<file path="config.mk">
export PLATFORM = sky130hd
export DESIGN_NAME = ram_loader
export DESIGN_NICKNAME = d
export VERILOG_FILES = /design/src/rtl/ram_loader.sv
export SDC_FILE = /design/constraint.sdc
export NUM_CORES = 1
export LEC_CHECK = 0
export ABC_AREA = 1
export CORE_UTILIZATION = 45
export DETAILED_ROUTE_END_ITERATION = 10
export HOLD_SLACK_MARGIN = 0.08
export PLACE_DENSITY = 0.77
export SYNTH_ARGS = -nofsm -noshare
export SYNTH_HDL_FRONTEND = slang
export SYNTH_SLANG_ARGS = --single-unit
</file>
<file path="constraint.sdc">
create_clock -name clk -period 3.16 [get_ports clk]
set_clock_uncertainty 0.05 [all_clocks]
set_input_delay 0.474 -clock clk [delete_from_list [all_inputs] [get_ports clk]]
set_output_delay 0.474 -clock clk [all_outputs]
set_load 0.01 [all_outputs]
</file>
<file path="src/rtl/ram_loader.sv">
// ram_loader: boot-stage loader for the FPG8 core.
// Receives a framed byte stream (count_hi, count_lo, 2*N data bytes, optional
// checksum), packs big-endian 16-bit words into the program RAM and keeps the
// CPU in reset until the whole image has been written.
// Optional feature macro: LOADER_CHECKSUM_EN adds a trailing XOR checksum byte
// that must match the XOR of all data bytes for the load to succeed.
module ram_loader #(
   parameter logic [11:0] BASE_ADDR      = 12'h000,
   parameter int          TIMEOUT_CYCLES = 12000000
) (
   input  logic        clk,
   input  logic        reset,
   input  logic        start,
   input  logic [7:0]  rx_data,
   input  logic        rx_valid,
   output logic        rx_ready,
   output logic        ram_w_en,
   output logic [11:0] ram_addr,
   output logic [15:0] ram_w_data,
   output logic        cpu_hold,
   output logic        busy,
   output logic        done,
   output logic        error
);

   localparam int TW = $clog2(TIMEOUT_CYCLES + 1);
   localparam logic [TW-1:0] TIMEOUT_LAST = TW'(TIMEOUT_CYCLES - 1);

`ifdef LOADER_CHECKSUM_EN
   typedef enum logic [3:0] {
      IDLE, CNT_HI, CNT_LO, DAT_HI, DAT_LO, WRITE, CSUM, DONE, ERROR
   } state_t;
`else
   typedef enum logic [3:0] {
      IDLE, CNT_HI, CNT_LO, DAT_HI, DAT_LO, WRITE, DONE, ERROR
   } state_t;
`endif

   state_t state, state_next;

   logic [15:0]   count_q;
   logic [15:0]   index_q;
   logic [7:0]    hi_q;
   logic [7:0]    lo_q;
   logic [TW-1:0] timer_q;
`ifdef LOADER_CHECKSUM_EN
   logic [7:0]    csum_q;
`endif

   logic        accept;
   logic        idle_like;
   logic [15:0] index_inc;
   logic [15:0] count_rx;
   logic        count_ok;
   logic        timed_out;

   assign accept    = rx_valid && rx_ready;
   assign idle_like = (state == IDLE) || (state == DONE) || (state == ERROR);
   assign index_inc = index_q + 16'd1;
   assign count_rx  = {count_q[15:8], rx_data};
   assign count_ok  = (count_rx != 16'd0) && (count_rx <= 16'd4096);
   assign timed_out = !accept && (timer_q == TIMEOUT_LAST);

   // Handshake and status outputs decode straight from the state register,
   // so rx_ready never depends on rx_valid and reset takes effect immediately.
   always_comb begin
      rx_ready = 1'b0;
      case (state)
         CNT_HI, CNT_LO, DAT_HI, DAT_LO: rx_ready = 1'b1;
`ifdef LOADER_CHECKSUM_EN
         CSUM:                           rx_ready = 1'b1;
`endif
         default:                        rx_ready = 1'b0;
      endcase
      busy       = !idle_like;
      ram_w_en   = (state == WRITE);
      done       = (state == DONE);
      error      = (state == ERROR);
      cpu_hold   = (state != DONE);
      ram_addr   = BASE_ADDR + index_q[11:0];
      ram_w_data = {hi_q, lo_q};
   end

   // State register.
   always_ff @(posedge clk or negedge reset) begin
      if (!reset) begin
         state <= IDLE;
      end else begin
         state <= state_next;
      end
   end

   // Frame sequencing; a stalled sender during a load overrides everything with ERROR.
   always_comb begin
      state_next = state;
      case (state)
         IDLE, DONE, ERROR: begin
            if (start) state_next = CNT_HI;
         end
         CNT_HI: begin
            if (accept) state_next = CNT_LO;
         end
         CNT_LO: begin
            if (accept) state_next = count_ok ? DAT_HI : ERROR;
         end
         DAT_HI: begin
            if (accept) state_next = DAT_LO;
         end
         DAT_LO: begin
            if (accept) state_next = WRITE;
         end
         WRITE: begin
            if (index_inc == count_q) begin
`ifdef LOADER_CHECKSUM_EN
               state_next = CSUM;
`else
               state_next = DONE;
`endif
            end else begin
               state_next = DAT_HI;
            end
         end
`ifdef LOADER_CHECKSUM_EN
         CSUM: begin
            if (accept) state_next = (rx_data == csum_q) ? DONE : ERROR;
         end
`endif
         default: state_next = IDLE;
      endcase
      if (!idle_like && timed_out) state_next = ERROR;
   end

   // Datapath: byte capture, word index, idle timer and running checksum.
   always_ff @(posedge clk or negedge reset) begin
      if (!reset) begin
         count_q <= 16'd0;
         index_q <= 16'd0;
         hi_q    <= 8'd0;
         lo_q    <= 8'd0;
         timer_q <= '0;
`ifdef LOADER_CHECKSUM_EN
         csum_q  <= 8'd0;
`endif
      end else if (idle_like) begin
         if (start) begin
            index_q <= 16'd0;
            timer_q <= '0;
`ifdef LOADER_CHECKSUM_EN
            csum_q  <= 8'd0;
`endif
         end
      end else begin
         if (accept) begin
            timer_q <= '0;
         end else begin
            timer_q <= timer_q + 1'b1;
         end
         if (accept) begin
            case (state)
               CNT_HI: count_q[15:8] <= rx_data;
               CNT_LO: count_q[7:0]  <= rx_data;
               DAT_HI: begin
                  hi_q <= rx_data;
`ifdef LOADER_CHECKSUM_EN
                  csum_q <= csum_q ^ rx_data;
`endif
               end
               DAT_LO: begin
                  lo_q <= rx_data;
`ifdef LOADER_CHECKSUM_EN
                  csum_q <= csum_q ^ rx_data;
`endif
               end
               default: ;
            endcase
         end
         if (state == WRITE) index_q <= index_inc;
      end
   end

endmodule

</file>
==> impl_metrics.json <==
{
  "crit_chain": "inv_1, nor2_1, inv_1, nor2_1, clkdlybuf4s50_1",
  "grt_pass1_wl_um": 17200,
  "tightest_slew_ns": 0.735,
  "design_area_sq_um": 4890,
  "cp_max_fo": 6,
  "cpPeakStageDelay_ns": 0.61,
  "viasPerCell": 5.51,
  "core_sq_um": 8890,
  "drive_above_1_share": 0.0579,
  "cp_slowest_cell": "clkdlybuf4s50_1",
  "hpwl_um": 7400,
  "dpl_cell_area_sq_um": 4700,
  "synth.top_cell.area_share": 0.445,
  "clk_latency_ns": 0.36,
  "row_count": 34,
  "syn_inst": 564,
  "fmax_mhz": 385,
  "final_hold_viol_count": 0,
  "cp.arrival_ns": 2.07,
  "cap_violations": 0,
  "crit_family": "buffers and inverters",
  "holdBufCountCts": 0,
  "die_area_sq_um": 9760,
  "cts_buffer_depth": 2,
  "synth-seq-area-share": 0.445,
  "relSlewSlack": 0.510,
  "worstHoldPathType": "primary input to async pin",
  "period_needed_ns": 2.59,
  "floorplan.initialDensity": 0.474,
  "die_w_um": 98.8,
  "cp-end-kind": "output pin",
  "cp.required_ns": 2.64,
  "htreeDepth": 3,
  "fin_setup_tns_ns": 0,
  "regToRegSetupSlack_ns": 0.89,
  "wl_um": 10100,
  "ir_worst_vdd_mv": 0.475,
  "syn-cell-area_sq_um": 4210,
  "post_cts_resized": 0,
  "dr.pass1.iters": 5,
  "synth_area_leaders": "dfrtp_1 (45%), nand2_1 (14%), o21ai_0 (7.6%)",
  "syn_nets": 579,
  "reg2regPathDepth": 14,
  "slew_viol_final": 0,
  "grt_antenna_before_repair": 0,
  "drtAntennaViolNets": 0,
  "grt_usage": 0.222,
  "period_share": 0.821,
  "clk_pin_slew_worst_paths_ns": 0.09,
  "ys_types": 30,
  "r2r-end": "state[0]$_DFFE_PN0P_",
  "outcome": "complete, no violations",
  "die_h_um": 98.8,
  "vias": 3928,
  "r2r-start": "index_q[0]$_DFFE_PN0P_",
  "p_leak_nw": 2.18,
  "fillers": 786,
  "powerDensity_nw_per_um2": 684,
  "post_drt_wl_per_cell_um": 14.1,
  "path_buf_inv": 3,
  "area_delta_synth_final_pct": 16.2,
  "first_global_vias": 3727,
  "drtIter0Drc": 216,
  "rsz0062_at_grt": "false",
  "cts_buffers": 9,
  "grt_max_degree": 46,
  "portBuffers": 45,
  "final_nets": 615,
  "globalRoute.totalOverflow": 0,
  "post-cts-setup-buffer-count": 0,
  "gp_congestion": 0.938,
  "setup_violations": 0,
  "crit_type": "register to output pin",
  "num_antenna_cells": 0,
  "critPathLaunchType": "register",
  "synth_seq_cells": 75,
  "pin_count": 46,
  "cts-root-buf": "clkbuf_8",
  "cts_tree": "done",
  "yosysWarnings": 0,
  "syn_area_per_cell_sq_um": 7.47,
  "drcViolationCount": 0,
  "yosysTopAreaCell": "dfrtp_1",
  "cts.sinks": 75
}
area by class of cell:
type | instances | area (sq um) | share of cell area
flip-flops and latches | 75 | 1880 | 0.383
clock buffers | 9 | 124 | 0.0253
inverters | 70 | 263 | 0.0537
clock inverters | 7 | 75.1 | 0.0153
well taps | 108 | 135 | 0.0276
repair buffers | 48 | 480 | 0.0982
multi-input cells | 396 | 1940 | 0.396
report_power, final:
part	total (mW)	internal, mW	switching, mW
clock network	0.758	0.370	0.388
registers	1.41	1.18	0.222
logic	1.19	0.509	0.677
worst reg2reg max path, cell delays in order (launching register included):
cell      delay [ns]
dfrtp_1         0.53
ha_1            0.27
nand2_1         0.10
nor2_2          0.25
nand3_1         0.14
nand3b_1        0.11
nand2_1         0.05
nor2_1          0.15
nand2_1         0.07
nor2_1          0.14
nand2_1         0.07
nand2_1         0.07
nand2_1         0.05
nand2_1         0.06
nand2_1         0.05
worst max path at each step:
stage	from	to	slack (ns)	cells past startpoint
finish	state[0]$_DFFE_PN0P_	ram_w_en	0.57	5
CTS	state[0]$_DFFE_PN0P_	ram_w_en	0.56	5
detailed placement	state[0]$_DFFE_PN0P_	index_q[0]$_DFFE_PN0P_	0.92	7
global placement	state[0]$_DFFE_PN0P_	index_q[0]$_DFFE_PN0P_	0.98	7
global route	state[0]$_DFFE_PN0P_	ram_w_en	0.45	5
floorplan	index_q[0]$_DFFE_PN0P_	state[0]$_DFFE_PN0P_	1.33	14
sequential cells by signal, summed over array words and instances, names as in the netlist:
register,cells
count_q,16
hi_q,8
index_q,16
lo_q,8
state,3
timer_q,24
cell usage after synthesis:
cell type,number
a21oi_1,10
nand2_2,3
nand3_2,4
o21bai_1,1
dfrtp_1,75
buf_2,2
a31oi_1,4
clkbuf_1,9
nand3_1,50
o21ai_1,1
o211ai_1,2
nor2_2,2
nand4_1,15
nor3_4,1
buf_4,12
inv_2,1
nor3_1,5
nand2_1,154
inv_1,69
nor4_1,6
o21ai_0,64
nor3_2,1
o22ai_1,15
nand3b_1,5
nor2_4,3
a32o_1,1
xnor2_1,4
ha_1,3
nor2_1,36
xor2_1,6
routing by layer:
layer / routed length (um) / global-route usage / up-vias
li1: - / - / 1932
met1: 4580 / 0.302 / 1835
met2: 4640 / 0.353 / 140
met3: 636 / 0.0355 / 21
met4: 225 / 0.0941 / 0
met5: 0 / 0 / -
cell usage in the layout (no fill, tap or decap), drive strengths merged, types with 9 or more instances in the layout:
cell type / count
nand4: 15
nor2: 41
a21oi: 10
o22ai: 15
dfrtp: 75
nand3: 54
o21ai: 65
inv: 72
nand2: 157
clkdlybuf4s50: 44
clkbuf: 9
logic make-up (layout without fill, tap and decap cells):
kind of cell / Yosys count / after routing / share of synthesized area
adder cells (fa/ha/maj): 3 / 3 / 0.00891
buffers and inverters: 93 / 134 / 0.0941
XOR/XNOR: 10 / 10 / 0.0208
AO/OA/AOI/OAI: 98 / 98 / 0.125
AND/OR/NAND/NOR: 285 / 285 / 0.306
flip-flops: 75 / 75 / 0.445
per-stage QoR:
stage               setup WS (ns)  total power, mW  hold WS, ns  instances  utilization
CTS                         0.558             3.35        0.151        713        0.551
finish                      0.565             3.35        0.122        713        0.551
detailed placement          0.916             2.60        0.431        697        0.528
global placement            0.981             2.56        0.422        697        0.528
floorplan                    1.33             2.10        0.128        564            -
global route                0.453             3.58        0.184        713        0.551
(Power assumes the default switching activity.)
